$ cat src/rtl/sdram_port_arbiter.sv
// sdram_port_arbiter
//   Shares one SDRAM controller between the program-cache fill port (p1,
//   read-only) and the data-cache port (p2, read / write-back), and slots in
//   periodic auto-refresh. Each granted request is latched and held on the
//   mem_* side until mem_ready; the owning port then sees a registered
//   one-cycle ready pulse.
// Ports
//   clk, reset (async, active-low)
//   p1_req/p1_address -> p1_data/p1_ready            program line reads
//   p2_req/p2_wren/p2_address/p2_to_mem -> p2_from_mem/p2_ready
//   mem_req/mem_refresh/mem_wren/mem_address/mem_wdata -> controller
//   mem_rdata/mem_ready <- controller
module sdram_port_arbiter #(
    parameter int          REFRESH_INTERVAL = 390,
    parameter logic [13:0] P2_BASE          = 14'h2000
) (
    input  logic        clk,
    input  logic        reset,
    input  logic        p1_req,
    input  logic [13:0] p1_address,
    output logic [63:0] p1_data,
    output logic        p1_ready,
    input  logic        p2_req,
    input  logic        p2_wren,
    input  logic [12:0] p2_address,
    input  logic [63:0] p2_to_mem,
    output logic [63:0] p2_from_mem,
    output logic        p2_ready,
    output logic        mem_req,
    output logic        mem_refresh,
    output logic        mem_wren,
    output logic [13:0] mem_address,
    output logic [63:0] mem_wdata,
    input  logic [63:0] mem_rdata,
    input  logic        mem_ready
);

    localparam int CW = (REFRESH_INTERVAL > 2) ? $clog2(REFRESH_INTERVAL) : 1;
    localparam logic [CW-1:0] RELOAD = CW'(REFRESH_INTERVAL - 1);

    typedef enum logic [2:0] {IDLE, REFRESH, SERVE_P1, SERVE_P2, RESP} state_t;

    state_t        state_q, state_d;
    logic [CW-1:0] cnt_q, cnt_d;
    logic          pend_q, pend_d;
    logic          last_p2_q, last_p2_d;   // 1: p2 was granted last
    logic          mem_req_q, mem_req_d;
    logic          mem_refresh_q, mem_refresh_d;
    logic          mem_wren_q, mem_wren_d;
    logic [13:0]   mem_address_q, mem_address_d;
    logic [63:0]   mem_wdata_q, mem_wdata_d;
    logic [63:0]   p1_data_q, p1_data_d;
    logic [63:0]   p2_from_mem_q, p2_from_mem_d;
    logic          p1_ready_q, p1_ready_d;
    logic          p2_ready_q, p2_ready_d;

    // Round-robin port choice; only acted on in IDLE without pending refresh.
    logic grant_p1, grant_p2;
    assign grant_p1 = p1_req && (!p2_req || last_p2_q);
    assign grant_p2 = p2_req && !grant_p1;

    // Refresh timer runs free. Pending is sticky; an expiry on the same edge
    // as the refresh grant keeps it set so that expiry is not lost.
    logic expire, ref_grant;
    always_comb begin
        expire    = (cnt_q == '0);
        ref_grant = (state_q == IDLE) && pend_q;
        cnt_d     = expire ? RELOAD : cnt_q - 1'b1;
        pend_d    = expire | (pend_q & ~ref_grant);
    end

    // State register
    always_ff @(posedge clk or negedge reset) begin
        if (!reset) state_q <= IDLE;
        else        state_q <= state_d;
    end

    // Next-state logic
    always_comb begin
        state_d   = state_q;
        last_p2_d = last_p2_q;
        case (state_q)
            IDLE: begin
                if (pend_q) begin
                    state_d = REFRESH;
                end else if (grant_p1) begin
                    state_d   = SERVE_P1;
                    last_p2_d = 1'b0;
                end else if (grant_p2) begin
                    state_d   = SERVE_P2;
                    last_p2_d = 1'b1;
                end
            end
            REFRESH:            if (mem_ready) state_d = IDLE;
            SERVE_P1, SERVE_P2: if (mem_ready) state_d = RESP;
            RESP:               state_d = IDLE;
            default:            state_d = IDLE;
        endcase
    end

    // Output / datapath next values. Everything holds while a transaction
    // is outstanding so requester input changes never leak downstream.
    always_comb begin
        mem_req_d     = mem_req_q;
        mem_refresh_d = mem_refresh_q;
        mem_wren_d    = mem_wren_q;
        mem_address_d = mem_address_q;
        mem_wdata_d   = mem_wdata_q;
        p1_data_d     = p1_data_q;
        p2_from_mem_d = p2_from_mem_q;
        p1_ready_d    = 1'b0;
        p2_ready_d    = 1'b0;
        case (state_q)
            IDLE: begin
                if (pend_q) begin
                    mem_req_d     = 1'b1;
                    mem_refresh_d = 1'b1;
                    mem_wren_d    = 1'b0;
                end else if (grant_p1) begin
                    mem_req_d     = 1'b1;
                    mem_address_d = p1_address;
                    mem_wren_d    = 1'b0;
                end else if (grant_p2) begin
                    mem_req_d     = 1'b1;
                    mem_address_d = {1'b0, p2_address} + P2_BASE;
                    mem_wren_d    = p2_wren;
                    mem_wdata_d   = p2_to_mem;
                end
            end
            REFRESH, SERVE_P1, SERVE_P2: begin
                if (mem_ready) begin
                    mem_req_d     = 1'b0;
                    mem_refresh_d = 1'b0;
                    mem_wren_d    = 1'b0;
                    // Ready flops set here so the pulse lands in RESP.
                    if (state_q == SERVE_P1) begin
                        p1_data_d  = mem_rdata;
                        p1_ready_d = 1'b1;
                    end
                    if (state_q == SERVE_P2) begin
                        if (!mem_wren_q) p2_from_mem_d = mem_rdata;
                        p2_ready_d = 1'b1;
                    end
                end
            end
            default: ;
        endcase
    end

    always_ff @(posedge clk or negedge reset) begin
        if (!reset) begin
            cnt_q         <= RELOAD;
            pend_q        <= 1'b0;
            last_p2_q     <= 1'b1;
            mem_req_q     <= 1'b0;
            mem_refresh_q <= 1'b0;
            mem_wren_q    <= 1'b0;
            mem_address_q <= '0;
            mem_wdata_q   <= '0;
            p1_data_q     <= '0;
            p2_from_mem_q <= '0;
            p1_ready_q    <= 1'b0;
            p2_ready_q    <= 1'b0;
        end else begin
            cnt_q         <= cnt_d;
            pend_q        <= pend_d;
            last_p2_q     <= last_p2_d;
            mem_req_q     <= mem_req_d;
            mem_refresh_q <= mem_refresh_d;
            mem_wren_q    <= mem_wren_d;
            mem_address_q <= mem_address_d;
            mem_wdata_q   <= mem_wdata_d;
            p1_data_q     <= p1_data_d;
            p2_from_mem_q <= p2_from_mem_d;
            p1_ready_q    <= p1_ready_d;
            p2_ready_q    <= p2_ready_d;
        end
    end

    assign mem_req     = mem_req_q;
    assign mem_refresh = mem_refresh_q;
    assign mem_wren    = mem_wren_q;
    assign mem_address = mem_address_q;
    assign mem_wdata   = mem_wdata_q;
    assign p1_data     = p1_data_q;
    assign p2_from_mem = p2_from_mem_q;
    assign p1_ready    = p1_ready_q;
    assign p2_ready    = p2_ready_q;

endmodule

$ cat config.mk
export PLATFORM = sky130hd
export DESIGN_NAME = sdram_port_arbiter
export DESIGN_NICKNAME = d
export VERILOG_FILES = /design/src/rtl/sdram_port_arbiter.sv
export SDC_FILE = /design/constraint.sdc
export NUM_CORES = 1
export LEC_CHECK = 0
export BUFFER_PORTS_ARGS = -buffer_cell sky130_fd_sc_hd__buf_2
export CORE_AREA = 2 2 161 131
export DETAILED_ROUTE_END_ITERATION = 8
export DIE_AREA = 0 0 163 133
export GPL_TIMING_DRIVEN = 0
export PLACE_DENSITY = 0.83
export SYNTH_ARGS = -nofsm -noshare
export SYNTH_HDL_FRONTEND = slang
export SYNTH_SLANG_ARGS = --single-unit
$ cat constraint.sdc
create_clock -name clk -period 2.27 [get_ports clk]
set_input_delay 0 -clock clk [delete_from_list [all_inputs] [get_ports clk]]
set_output_delay 0 -clock clk [all_outputs]
set_load 0.02 [all_outputs]
==> impl_metrics.yaml <==
timing:
  finalHoldViolCount: 0
  period_share_pct: 90.93
  worstMarginPinSlew_ns: 0.8308
  rsz0062_at_grt: "false"
  setup_viol: 0
  slew_headroom_pct: 44.61
  fmax_ghz: 0.4845
  finalCriticalPeriod_ns: 2.064
  slew_viol_final: 0
  whs_ns: 0.1208
  finClkSkew_ns: 0.01191
synth:
  synth_edf_count: 0
  async_flop_share_pct: 100.0
  yosysMostFrequentCell: "dfrtp_1"
  syn_inst: 539
  ys.flop_type: "dfrtp_1"
  netlist_top_cells_area: "dfrtp_1 (62%), mux2_2 (18%), mux2_4 (8.3%)"
  ys_top_cells_by_count: "dfrtp_1 (220), mux2_2 (144), mux2_4 (49)"
  synth_area_um2: 8907
  yosysUniqueCellTypes: 45
  synth_top_area_cell: "dfrtp_1"
  yosys.area.top_type_share_pct: 61.81
  ys_seq_elements: 225
  synth_nets: 701
  avgSynthCellArea_um2: 16.53
  synth.yosys.seq_area_share_pct: 63.28
  ys.warnings.count: 0
finish:
  instances_no_fill: 1381
  syn2layout_area_growth_pct: 51.99
  postLayoutCellArea_um2: 13540
  drive_gt1_share_pct: 57.16
  final_nets: 1259
floorplan:
  initial_core_util_pct: 43.90
  die_area_um2: 21680
  die_w_um: 163
  row_count: 47
  io_pins: 372
  coreArea_um2: 20290
  die_h_um: 133
cts:
  worstSkewPairLatency_ns: 0.50
  cts_root_buf: "clkbuf_16"
  clkSinkCount: 225
  postCtsSetupBuffers: 0
  cts_buffers: 23
  cts_tree: "done"
  htree_levels: 1
  cts_buffer_depth: 3
  clk_pin_slew_ns: 0.07
global_routing:
  antenna_found_initial: 1
  grtUsageTotal_pct: 24.39
  grt_remaining_overflow: 0
  grt_max_degree: 118
  grt_pass1_vias: 7745
  grt_pass1_wl_mm: 41.66
critical_path:
  cp_max_fo: 10
  start_kind: "flop"
  cp.arrival_ns: 2.42
  setup.worst_path.class: "reg -> reg"
  reg2reg_depth: 5
  cp-end-kind: "flop"
  r2r_start: "last_p2_q"
  regToRegEndpoint: "mem_address[12]"
  reg2reg_slack_ns: 0.21
  cp_data_required_time_ns: 2.63
placement:
  place_area_um2: 11140
  dp_hpwl_mm: 16.45
  io_buffers: 371
  gp_congestion: 0.7960
  place_inst: 1180
pwr:
  power_leakage_nw: 6.531
  ir_drop_uv: 831.3
  p_per_area_nw_per_um2: 1473
detailed_routing:
  drc: 0
  routed_via_density: 5.065
  ant_nets: 0
  wl_mm: 26.74
  vias: 6995
  wl_per_cell_um: 19.36
  drt_iter0_drc: 357
  dr.pass1.iters: 4
job:
  cap_viol_max_count: 0
worst_hold_path:
  hold_class: "in -> async"
status:
  outcome: "complete, no violations"
area by class of cell:
class	count	area (um^2)
repair buffers	534	3516
inverters	7	26.28
clock buffers	32	659.4
well taps	269	336.6
diodes	1	2.502
multi-input cells	280	3000
fillers	1376	6750
plain buffers	26	241.5
flip-flops and latches	225	5637
clock inverters	7	118.9
metrics by stage:
| step | setup TNS [ns] | worst slack [ns] | utilization (%) | power [W] |
|---|---|---|---|---|
| floorplan | 0 | 0.4085 | - | 0.01250 |
| global placement | -568.47 | -2.575 | 54.71 | 0.01521 |
| detailed placement | 0 | 0.1424 | 54.90 | 0.01551 |
| CTS | 0 | 0.1205 | 66.73 | 0.01976 |
| global route | 0 | 0.06783 | 66.73 | 0.02088 |
| finish | 0 | 0.2059 | 66.73 | 0.01994 |
power breakdown:
| part | internal, W | switching, W |
|---|---|---|
| logic | 0.00404 | 0.00487 |
| clock network | 0.00236 | 0.00157 |
| registers | 0.00594 | 0.00116 |
| total | 0.0123 | 0.00760 |
metal layers:
metal  part of all wire (%)  vias to the layer above  global-route usage [%]
met5                      0                        -                       0
met4                    3.5                        0                   8.112
met3                    6.4                       70                   5.392
met2                     52                      308                   45.10
met1                     38                     3541                   27.80
li1                       -                     3076                       -
worst max-delay path by stage:
| stage | endpoint | slack (ns) | from |
|---|---|---|---|
| after floorplan | mem_wdata[0] | 0.41 | state_q[2] |
| after global placement | p1_data[47] | -2.58 | reset |
| after detailed placement | p2_from_mem[30] | 0.14 | state_q[2] |
| after CTS | p2_from_mem[30] | 0.12 | state_q[2] |
| after global routing | p1_data[20] | 0.07 | state_q[2] |
| final | mem_address[12] | 0.21 | last_p2_q |
worst max-delay path, stage by stage (launching register included):
cell,delay (ns)
dfstp_2,0.57
nor2b_1,0.11
clkbuf_2,0.21
o32ai_1,0.32
dlygate4sd3_1,0.62
a2bb2oi_1,0.08
kinds of logic after synthesis:
group	Yosys count	synth area share, %
xor gates and xnor gates	2	0.1967
buffers and inverters	34	3.034
DFF	225	63.28
adders and majority gates	1	0.1404
and+or+nand+nor	31	2.304
AOI/OAI and AO/OA	53	4.580
muxes	193	26.46
cells in the final DEF, fill, tap and decap left out, drive strengths merged, types with 4 or more instances in the layout:
cell type	synthesis	layout
buf	22	394
dfrtp	220	220
a21oi	7	7
a2bb2oi	13	13
nor2	8	8
mux2	193	193
o31ai	4	4
o21ai	5	5
dlygate4sd3	0	162
inv	7	7
clkbuf	5	36
o32ai	13	13
dfstp	5	5
flip-flops by register name (all words and copies together) (netlist names):
signal and count:
p1_data 64, mem_req 1, state_q 3, p1_ready 1, p2_from_mem 64, p2_ready 1, mem_wren 1, mem_wdata 64
last_p2_q 1, mem_refresh 1, mem_address 14, cnt_q 9, pend_q 1
what timing repair did:
action / in CTS / in global routing
endpoints found under the hold margin: 322 / 0
hold buffers: 162 / 0
endpoints found under the setup margin: 0 / 10
gates resized for setup: 0 / 2
Note: power is estimated with default switching activity, not from simulation.
